File: config.mk
export PLATFORM = sky130hd
export DESIGN_NAME = uart_protocol_host_flat
export DESIGN_NICKNAME = d
export VERILOG_FILES = /design/src/rtl/uart_protocol_pkg.sv /design/src/rtl/uart_protocol_host_if.sv /design/src/rtl/uart_protocol_timeout.sv /design/src/rtl/uart_protocol_host.sv /design/src/flat_wrapper.sv
export SDC_FILE = /design/constraint.sdc
export NUM_CORES = 1
export LEC_CHECK = 0
export CAP_MARGIN = 20
export CELL_PAD_IN_SITES_DETAIL_PLACEMENT = 1
export CELL_PAD_IN_SITES_GLOBAL_PLACEMENT = 2
export CORE_UTILIZATION = 33
export CTS_BUF_LIST = sky130_fd_sc_hd__clkbuf_16
export CTS_CLUSTER_SIZE = 8
export DETAILED_ROUTE_END_ITERATION = 10
export PLACE_DENSITY = 0.86
export SETUP_SLACK_MARGIN = 0.4
export SKIP_CTS_REPAIR_TIMING = 1
export SLEW_MARGIN = 20
export SYNTH_ARGS = -nofsm -noshare
export SYNTH_HDL_FRONTEND = slang
export SYNTH_HIERARCHICAL = 1
export SYNTH_SLANG_ARGS = --single-unit
File: constraint.sdc
create_clock -name i_clk -period 4 [get_ports i_clk]
set_clock_uncertainty 0.1 [all_clocks]
set_input_delay 0.8 -clock i_clk [delete_from_list [all_inputs] [get_ports i_clk]]
set_output_delay 0.8 -clock i_clk [all_outputs]
set_load 0.02 [all_outputs]
File: src/rtl/uart_protocol_pkg.sv
// rtl/uart_protocol_pkg.sv - shared character, opcode and state definitions for the ASCII UART bus protocol
package uart_protocol_pkg;

  // Protocol characters
  localparam logic [7:0] CH_L           = 8'h4c;
  localparam logic [7:0] CH_W           = 8'h57;
  localparam logic [7:0] CH_R           = 8'h52;
  localparam logic [7:0] CH_RST_ASSERT  = 8'h2c;
  localparam logic [7:0] CH_RST_RELEASE = 8'h2e;

  // Request opcodes as presented on the local request port
  typedef enum logic [1:0] {
    OP_READ        = 2'd0,
    OP_WRITE       = 2'd1,
    OP_RST_ASSERT  = 2'd2,
    OP_RST_RELEASE = 2'd3
  } op_e;

  // Host initiator FSM states
  typedef enum logic [3:0] {
    ST_IDLE      = 4'd0,
    ST_SEND_L    = 4'd1,
    ST_SEND_ADDR = 4'd2,
    ST_SEND_CMD  = 4'd3,
    ST_SEND_D    = 4'd4,
    ST_SEND_RST  = 4'd5,
    ST_WAIT_H    = 4'd6,
    ST_WAIT_L    = 4'd7,
    ST_DONE      = 4'd8
  } host_state_e;

  // Lowercase hex digit for a nibble
  function automatic logic [7:0] nibble_to_ascii(input logic [3:0] nib);
    logic [7:0] wide;
    wide = {4'h0, nib};
    return (nib < 4'd10) ? (wide + 8'h30) : (wide + 8'h57);
  endfunction

  // Only '0'-'9' and 'a'-'f' count as hex; uppercase is not part of the protocol
  function automatic logic ascii_is_hex(input logic [7:0] ch);
    return ((ch >= 8'h30) && (ch <= 8'h39)) || ((ch >= 8'h61) && (ch <= 8'h66));
  endfunction

  // Nibble value of a hex character; result is meaningless unless ascii_is_hex(ch)
  function automatic logic [3:0] ascii_to_nibble(input logic [7:0] ch);
    logic [7:0] val;
    if (ch <= 8'h39) val = ch - 8'h30;
    else             val = ch - 8'h57;
    return val[3:0];
  endfunction

endpackage

File: src/rtl/uart_protocol_host_if.sv
// rtl/uart_protocol_host_if.sv - request port and UART TX/RX signals of the protocol host
interface uart_protocol_host_if;

  // Local request port
  logic        i_req;
  logic [1:0]  i_op;
  logic [15:0] i_addr;
  logic [7:0]  i_dat;
  logic        o_ready;
  logic        o_done;
  logic [7:0]  o_dat;
  logic        o_timeout;

  // UART byte side
  logic        i_uart_send_ready;
  logic        o_uart_send_pulse;
  logic [7:0]  o_uart_dat;
  logic        i_uart_received_pulse;
  logic [7:0]  i_uart_dat;

  // The protocol host itself
  modport slave (
    input  i_req, i_op, i_addr, i_dat,
    output o_ready, o_done, o_dat, o_timeout,
    input  i_uart_send_ready,
    output o_uart_send_pulse, o_uart_dat,
    input  i_uart_received_pulse, i_uart_dat
  );

  // Requester plus UART pair surrounding the host
  modport master (
    output i_req, i_op, i_addr, i_dat,
    input  o_ready, o_done, o_dat, o_timeout,
    output i_uart_send_ready,
    input  o_uart_send_pulse, o_uart_dat,
    output i_uart_received_pulse, i_uart_dat
  );

endinterface

File: src/rtl/uart_protocol_timeout.sv
// rtl/uart_protocol_timeout.sv - loadable down-counter flagging when the read-response window has elapsed
module uart_protocol_timeout #(
  parameter int TIMEOUT_CYCLES = 100000
) (
  input  logic i_clk,
  input  logic i_reset,
  input  logic i_load,
  input  logic i_count,
  output logic o_expired
);

  localparam int CW = $clog2(TIMEOUT_CYCLES + 1);

  logic [CW-1:0] count;

  // Reload has priority over counting so a fresh character always restarts the window
  always_ff @(posedge i_clk) begin
    if (i_reset) begin
      count <= '0;
    end else if (i_load) begin
      count <= CW'(TIMEOUT_CYCLES);
    end else if (i_count && (count != '0)) begin
      count <= count - 1'b1;
    end
  end

  assign o_expired = (count == '0);

endmodule

File: src/rtl/uart_protocol_host.sv
// rtl/uart_protocol_host.sv - host initiator turning bus requests into ASCII UART command strings
module uart_protocol_host
  import uart_protocol_pkg::*;
#(
  parameter bit ADDR_CACHE     = 1'b1,
  parameter int TIMEOUT_CYCLES = 100000
) (
  input  logic                i_clk,
  input  logic                i_reset,
  uart_protocol_host_if.slave bus
);

  host_state_e state;
  host_state_e state_nxt;
  host_state_e accept_state;

  op_e         op_q;
  logic [15:0] addr_q;
  logic [7:0]  dat_q;
  logic [1:0]  idx;
  logic [3:0]  hi_nib;
  logic [7:0]  rdat;
  logic [15:0] tracked_addr;
  logic        addr_valid;
  logic        to_flag;

  logic        accept;
  logic        send_state;
  logic        pulse;
  logic        rx;
  logic        rx_hex;
  logic        waiting;
  logic        expired;
  logic        timeout_hit;
  logic        cache_hit;
  logic        tmr_load;

  assign send_state  = (state == ST_SEND_L) || (state == ST_SEND_ADDR) || (state == ST_SEND_CMD) ||
                       (state == ST_SEND_D) || (state == ST_SEND_RST);
  assign pulse       = send_state && bus.i_uart_send_ready;
  assign accept      = bus.i_req && ((state == ST_IDLE) || (state == ST_DONE));
  assign rx          = bus.i_uart_received_pulse;
  assign rx_hex      = rx && ascii_is_hex(bus.i_uart_dat);
  assign waiting     = (state == ST_WAIT_H) || (state == ST_WAIT_L);
  // A character arriving on the expiry cycle wins over the timeout
  assign timeout_hit = waiting && expired && !rx;
  // The target auto-increments after each access, so a matching address needs no 'L' prefix
  assign cache_hit   = ADDR_CACHE && addr_valid && (bus.i_addr == tracked_addr);
  assign tmr_load    = ((state_nxt == ST_WAIT_H) && (state != ST_WAIT_H)) || rx;

  // Destination state for a freshly accepted request
  always_comb begin
    accept_state = ST_SEND_L;
    if (bus.i_op[1])    accept_state = ST_SEND_RST;
    else if (cache_hit) accept_state = ST_SEND_CMD;
  end

  uart_protocol_timeout #(
    .TIMEOUT_CYCLES(TIMEOUT_CYCLES)
  ) u_timeout (
    .i_clk    (i_clk),
    .i_reset  (i_reset),
    .i_load   (tmr_load),
    .i_count  (waiting),
    .o_expired(expired)
  );

  // State register
  always_ff @(posedge i_clk) begin
    if (i_reset) state <= ST_IDLE;
    else         state <= state_nxt;
  end

  // Next-state logic; send states only move on a TX pulse so each byte goes out exactly once
  always_comb begin
    state_nxt = state;
    case (state)
      ST_IDLE, ST_DONE: state_nxt = accept ? accept_state : ST_IDLE;
      ST_SEND_L:        if (pulse) state_nxt = ST_SEND_ADDR;
      ST_SEND_ADDR:     if (pulse && (idx == 2'd0)) state_nxt = ST_SEND_CMD;
      ST_SEND_CMD:      if (pulse) state_nxt = (op_q == OP_WRITE) ? ST_SEND_D : ST_WAIT_H;
      ST_SEND_D:        if (pulse && (idx == 2'd0)) state_nxt = ST_DONE;
      ST_SEND_RST:      if (pulse) state_nxt = ST_DONE;
      ST_WAIT_H: begin
        if (rx_hex)           state_nxt = ST_WAIT_L;
        else if (timeout_hit) state_nxt = ST_DONE;
      end
      ST_WAIT_L: begin
        if (rx_hex || timeout_hit) state_nxt = ST_DONE;
      end
      default:          state_nxt = ST_IDLE;
    endcase
  end

  // Status outputs and the byte presented to the transmitter
  always_comb begin
    bus.o_ready           = (state == ST_IDLE) || (state == ST_DONE);
    bus.o_done            = (state == ST_DONE);
    bus.o_timeout         = (state == ST_DONE) && to_flag;
    bus.o_uart_send_pulse = pulse;
    bus.o_uart_dat        = 8'h00;
    case (state)
      ST_SEND_L:    bus.o_uart_dat = CH_L;
      ST_SEND_ADDR: bus.o_uart_dat = nibble_to_ascii(addr_q[{idx, 2'b00} +: 4]);
      ST_SEND_CMD:  bus.o_uart_dat = (op_q == OP_WRITE) ? CH_W : CH_R;
      ST_SEND_D:    bus.o_uart_dat = nibble_to_ascii(dat_q[{idx[0], 2'b00} +: 4]);
      ST_SEND_RST:  bus.o_uart_dat = (op_q == OP_RST_ASSERT) ? CH_RST_ASSERT : CH_RST_RELEASE;
      default:      bus.o_uart_dat = 8'h00;
    endcase
  end

  assign bus.o_dat = rdat;

  // Request latch, nibble index, read data assembly and target address tracking
  always_ff @(posedge i_clk) begin
    if (i_reset) begin
      op_q         <= OP_READ;
      addr_q       <= 16'h0000;
      dat_q        <= 8'h00;
      idx          <= 2'd0;
      hi_nib       <= 4'h0;
      rdat         <= 8'h00;
      tracked_addr <= 16'h0000;
      addr_valid   <= 1'b0;
      to_flag      <= 1'b0;
    end else begin
      if (accept) begin
        op_q    <= op_e'(bus.i_op);
        addr_q  <= bus.i_addr;
        dat_q   <= bus.i_dat;
        to_flag <= 1'b0;
      end
      case (state)
        ST_SEND_L:    if (pulse) idx <= 2'd3;
        ST_SEND_ADDR: if (pulse) idx <= idx - 2'd1;
        ST_SEND_CMD:  if (pulse) idx <= 2'd1;
        ST_SEND_D: begin
          if (pulse) begin
            idx <= idx - 2'd1;
            if (idx == 2'd0) begin
              tracked_addr <= addr_q + 16'd1;
              addr_valid   <= 1'b1;
            end
          end
        end
        ST_WAIT_H: begin
          // The high nibble is held aside so an aborted read leaves o_dat untouched
          if (rx_hex) begin
            hi_nib <= ascii_to_nibble(bus.i_uart_dat);
          end else if (timeout_hit) begin
            to_flag    <= 1'b1;
            addr_valid <= 1'b0;
          end
        end
        ST_WAIT_L: begin
          if (rx_hex) begin
            rdat         <= {hi_nib, ascii_to_nibble(bus.i_uart_dat)};
            tracked_addr <= addr_q + 16'd1;
            addr_valid   <= 1'b1;
          end else if (timeout_hit) begin
            to_flag    <= 1'b1;
            addr_valid <= 1'b0;
          end
        end
        default: ;
      endcase
    end
  end

endmodule

File: src/flat_wrapper.sv
// flat-port wrapper written by rule: the top's interface ports become plain ports
module uart_protocol_host_flat import uart_protocol_pkg::*;
#(
  parameter bit ADDR_CACHE     = 1'b1,
  parameter int TIMEOUT_CYCLES = 100000
)
  (i_clk, i_reset, bus_i_req, bus_i_op, bus_i_addr, bus_i_dat, bus_o_ready, bus_o_done, bus_o_dat, bus_o_timeout, bus_i_uart_send_ready, bus_o_uart_send_pulse, bus_o_uart_dat, bus_i_uart_received_pulse, bus_i_uart_dat);
  uart_protocol_host_if bus_i ();
  input  logic i_clk;
  input  logic i_reset;
  input wire logic [$bits(bus_i.i_req)-1:0] bus_i_req;
  input wire logic [$bits(bus_i.i_op)-1:0] bus_i_op;
  input wire logic [$bits(bus_i.i_addr)-1:0] bus_i_addr;
  input wire logic [$bits(bus_i.i_dat)-1:0] bus_i_dat;
  output wire logic [$bits(bus_i.o_ready)-1:0] bus_o_ready;
  output wire logic [$bits(bus_i.o_done)-1:0] bus_o_done;
  output wire logic [$bits(bus_i.o_dat)-1:0] bus_o_dat;
  output wire logic [$bits(bus_i.o_timeout)-1:0] bus_o_timeout;
  input wire logic [$bits(bus_i.i_uart_send_ready)-1:0] bus_i_uart_send_ready;
  output wire logic [$bits(bus_i.o_uart_send_pulse)-1:0] bus_o_uart_send_pulse;
  output wire logic [$bits(bus_i.o_uart_dat)-1:0] bus_o_uart_dat;
  input wire logic [$bits(bus_i.i_uart_received_pulse)-1:0] bus_i_uart_received_pulse;
  input wire logic [$bits(bus_i.i_uart_dat)-1:0] bus_i_uart_dat;
  assign bus_i.i_req = bus_i_req;
  assign bus_i.i_op = bus_i_op;
  assign bus_i.i_addr = bus_i_addr;
  assign bus_i.i_dat = bus_i_dat;
  assign bus_o_ready = bus_i.o_ready;
  assign bus_o_done = bus_i.o_done;
  assign bus_o_dat = bus_i.o_dat;
  assign bus_o_timeout = bus_i.o_timeout;
  assign bus_i.i_uart_send_ready = bus_i_uart_send_ready;
  assign bus_o_uart_send_pulse = bus_i.o_uart_send_pulse;
  assign bus_o_uart_dat = bus_i.o_uart_dat;
  assign bus_i.i_uart_received_pulse = bus_i_uart_received_pulse;
  assign bus_i.i_uart_dat = bus_i_uart_dat;
  uart_protocol_host #(.ADDR_CACHE(ADDR_CACHE), .TIMEOUT_CYCLES(TIMEOUT_CYCLES)) u_core (.i_clk(i_clk), .i_reset(i_reset), .bus(bus_i));
endmodule
==> impl_metrics.ini <==
[outcome]
status = complete, no violations

[final_layout]
final_cells = 795
design_area_um2 = 5650
layout-drive-gt1-share_pct = 8.56
syn2layout_area_growth_pct = 22.3
antenna_cells = 0
fin_nets = 662

[logic_synthesis]
synth.net_count = 616
ys_async_sr_fraction_pct = 0
synthesis.area_um2 = 4620
avgSynthCellArea_um2 = 8.14
yosys.area.top_type = dfxtp_1
synth_cells = 568
ys_seq_area_share_pct = 34.2
ys.flop_type = dfxtp_1
synth_area_leaders = dfxtp_1 (34%), nand2_1 (6.6%), a21oi_1 (6.5%)
yosysWarnings = 6
synth-edff-count = 0
yosysUniqueCellTypes = 67
ys_seq_elements = 79
synth_top_area_share_pct = 34.2

[placement]
io_buffers = 57
hpwl_um = 10400
gp_congestion = 0.841
placed_cell_area_um2 = 5330
dp.cells = 779

[global_routing]
grt_use_total_pct = 20.7
grt_first_pass_wirelength_um = 23600
grt_pass1_vias = 4618
gr-total-overflow = 0
antenna_found_initial = 0
grt_start_max_net_pins = 33

[clock_network]
cts_root_buf = clkbuf_16
ctsHtreeMaxLevel = 3
cts.sinks = 79
clock_tree.buffer_depth = 2
insertion_delay_ns = 0.34
clk_pin_slew_ns = 0.06
cts_tree = built
cts_buffers = 9

[sta]
slew_headroom_pct = 36.8
rsz0062_at_grt = no
fin_crit_sh_pct = 87.6
tns_ns = 0
fmax_mhz = 285
finalCriticalPeriod_ns = 3.50
hold_viol_final = 0
drv_slew = 0
setup_viol = 0
hold_ws_ns = 0.358
max_slew.worst_pin.slew_ns = 0.939

[setup_path]
path_max_fanout = 8
cp-start-kind = primary input
worstSetupPathType = primary input to primary output
arrival_ns = 2.60
endpoint_kind = primary output
required_ns = 3.10

[power]
leakagePower_nw = 2.08
power_density_nw_per_um2 = 390
vdd_drop_max_v = 0.000178

[floorplan]
core_um2 = 13500
die_w_um = 120
die_height_um = 120
rows = 42
ioPinCount = 59
initial_core_util_pct = 34.4
dieArea_um2 = 14500

[routing]
wl_per_cell_um = 17.9
drc_errors = 0
route.met3.wl_um = 584
wl_met2_um = 6610
dr.pass1.iters = 7
vias = 4340
drt-total-wl_um = 14200
avgViaCountPerCell = 5.46
drt_iter0_drc = 216
antenna_left = 0
wl_met1_um = 6840
topRoutingLayerUsed = met4

[hold_path]
min_path_type = register to register

[run]
maxCapViolCount = 0
state kept, by name, summed over array words and instances, names as in the netlist:
| signal | cells |
|---|---|
| u_core/bus.o_dat | 8 |
| u_core/tracked_addr | 16 |
| u_core/hi_nib | 4 |
| u_core/addr_valid | 1 |
| u_core/idx | 2 |
| u_core/u_timeout/count | 17 |
| u_core/state | 4 |
| u_core/addr_q | 16 |
| u_core/op_q | 2 |
| u_core/to_flag | 1 |
| u_core/dat_q | 8 |
cells by family after synthesis:
kind of cell | count (synthesis) | synth area share [%]
and+or+nand+nor | 229 | 25.6
AOI/OAI and AO/OA | 137 | 19.8
DFF | 79 | 34.2
buffers and inverters | 56 | 5.30
xor gates and xnor gates | 34 | 6.44
muxes | 23 | 6.14
adders and majority gates | 9 | 2.44
other | 1 | 0.0811
cell usage in the layout (no fill, tap or decap), types with 5 or more instances in the layout:
master           instances
nand3_1                 16
nor3_1                  15
nor2_1                  37
nand4b_1                10
dfxtp_1                 78
o31ai_2                  8
nand4_1                  7
inv_1                   26
mux2i_1                 16
and2_1                   6
nand2b_1                 9
buf_4                   10
clkdlybuf4s50_1         53
nand2_1                 81
a211oi_1                13
ha_1                     9
clkbuf_16                9
or4_1                    5
xor2_1                  11
a21oi_1                 60
a31oi_1                  9
and3_1                   5
o21ai_0                  9
or3_1                    5
nor2b_1                  6
xnor2_1                 23
nor4_1                   7
worst max-delay path, cell delays in order:
cell,delay (ns)
clkdlybuf4s50_1,0.61
nor2b_1,0.35
and3_1,0.23
clkdlybuf4s50_1,0.61
power by group:
group | leakage (nW) | switching (W) | total, W | internal, W
clock | 0.156 | 0.000338 | 0.000881 | 0.000542
sequential | 0.644 | 0.0000717 | 0.000900 | 0.000828
combinational | 1.28 | 0.000242 | 0.000426 | 0.000184
total | 2.08 | 0.000652 | 0.00221 | 0.00156
final cells by class:
class                           count  area (um^2)
Fill cell                        1642         7800
Multi-Input combinational cell    433         2800
Sequential cell                    79         1590
Timing Repair Buffer               67          648
Clock buffer                        9          225
Tap cell                          176          220
Inverter                           24         90.1
Clock inverter                      7         87.6
synthesized netlist by cell type, types with 10 or more instances:
library cell / count
nand2_1: 81
xor2_1: 11
xnor2_1: 23
nand3_1: 16
a211oi_1: 13
nor3_1: 15
nand4b_1: 10
inv_1: 24
nor2_1: 37
clkbuf_1: 20
mux2i_1: 16
dfxtp_1: 79
a21oi_1: 60
path summary, 6_finish.rpt:
check                                           start                    endpoint  cells past startpoint  slack [ns]
worst max register to register        u_core/state[1]  u_core/u_timeout/count[15]                      6        0.91
worst min-delay path                  u_core/dat_q[0]             u_core/dat_q[0]                      2        0.36
worst min register to register        u_core/dat_q[0]             u_core/dat_q[0]                      2        0.36
worst max-delay path            bus_i_uart_send_ready       bus_o_uart_send_pulse                      4        0.50
routing by layer:
metal  vias up  GRT usage [%]
met4         0           7.33
met5         -              0
met2        81           33.8
met1      2115           27.2
li1       2128              -
met3        16           4.01
metrics by stage:
step / worst slack [ns] / util (%) / power, W
2_1_floorplan: 0.955 / - / 0.00117
3_3_place_gp: 0.484 / 39.6 / 0.00133
3_5_place_dp: 0.395 / 39.6 / 0.00134
4_1_cts: 0.0203 / 41.9 / 0.00223
5_1_grt: 0.403 / 42.0 / 0.00231
6_report: 0.496 / 42.0 / 0.00221
Power figures use the tool's default switching activity.
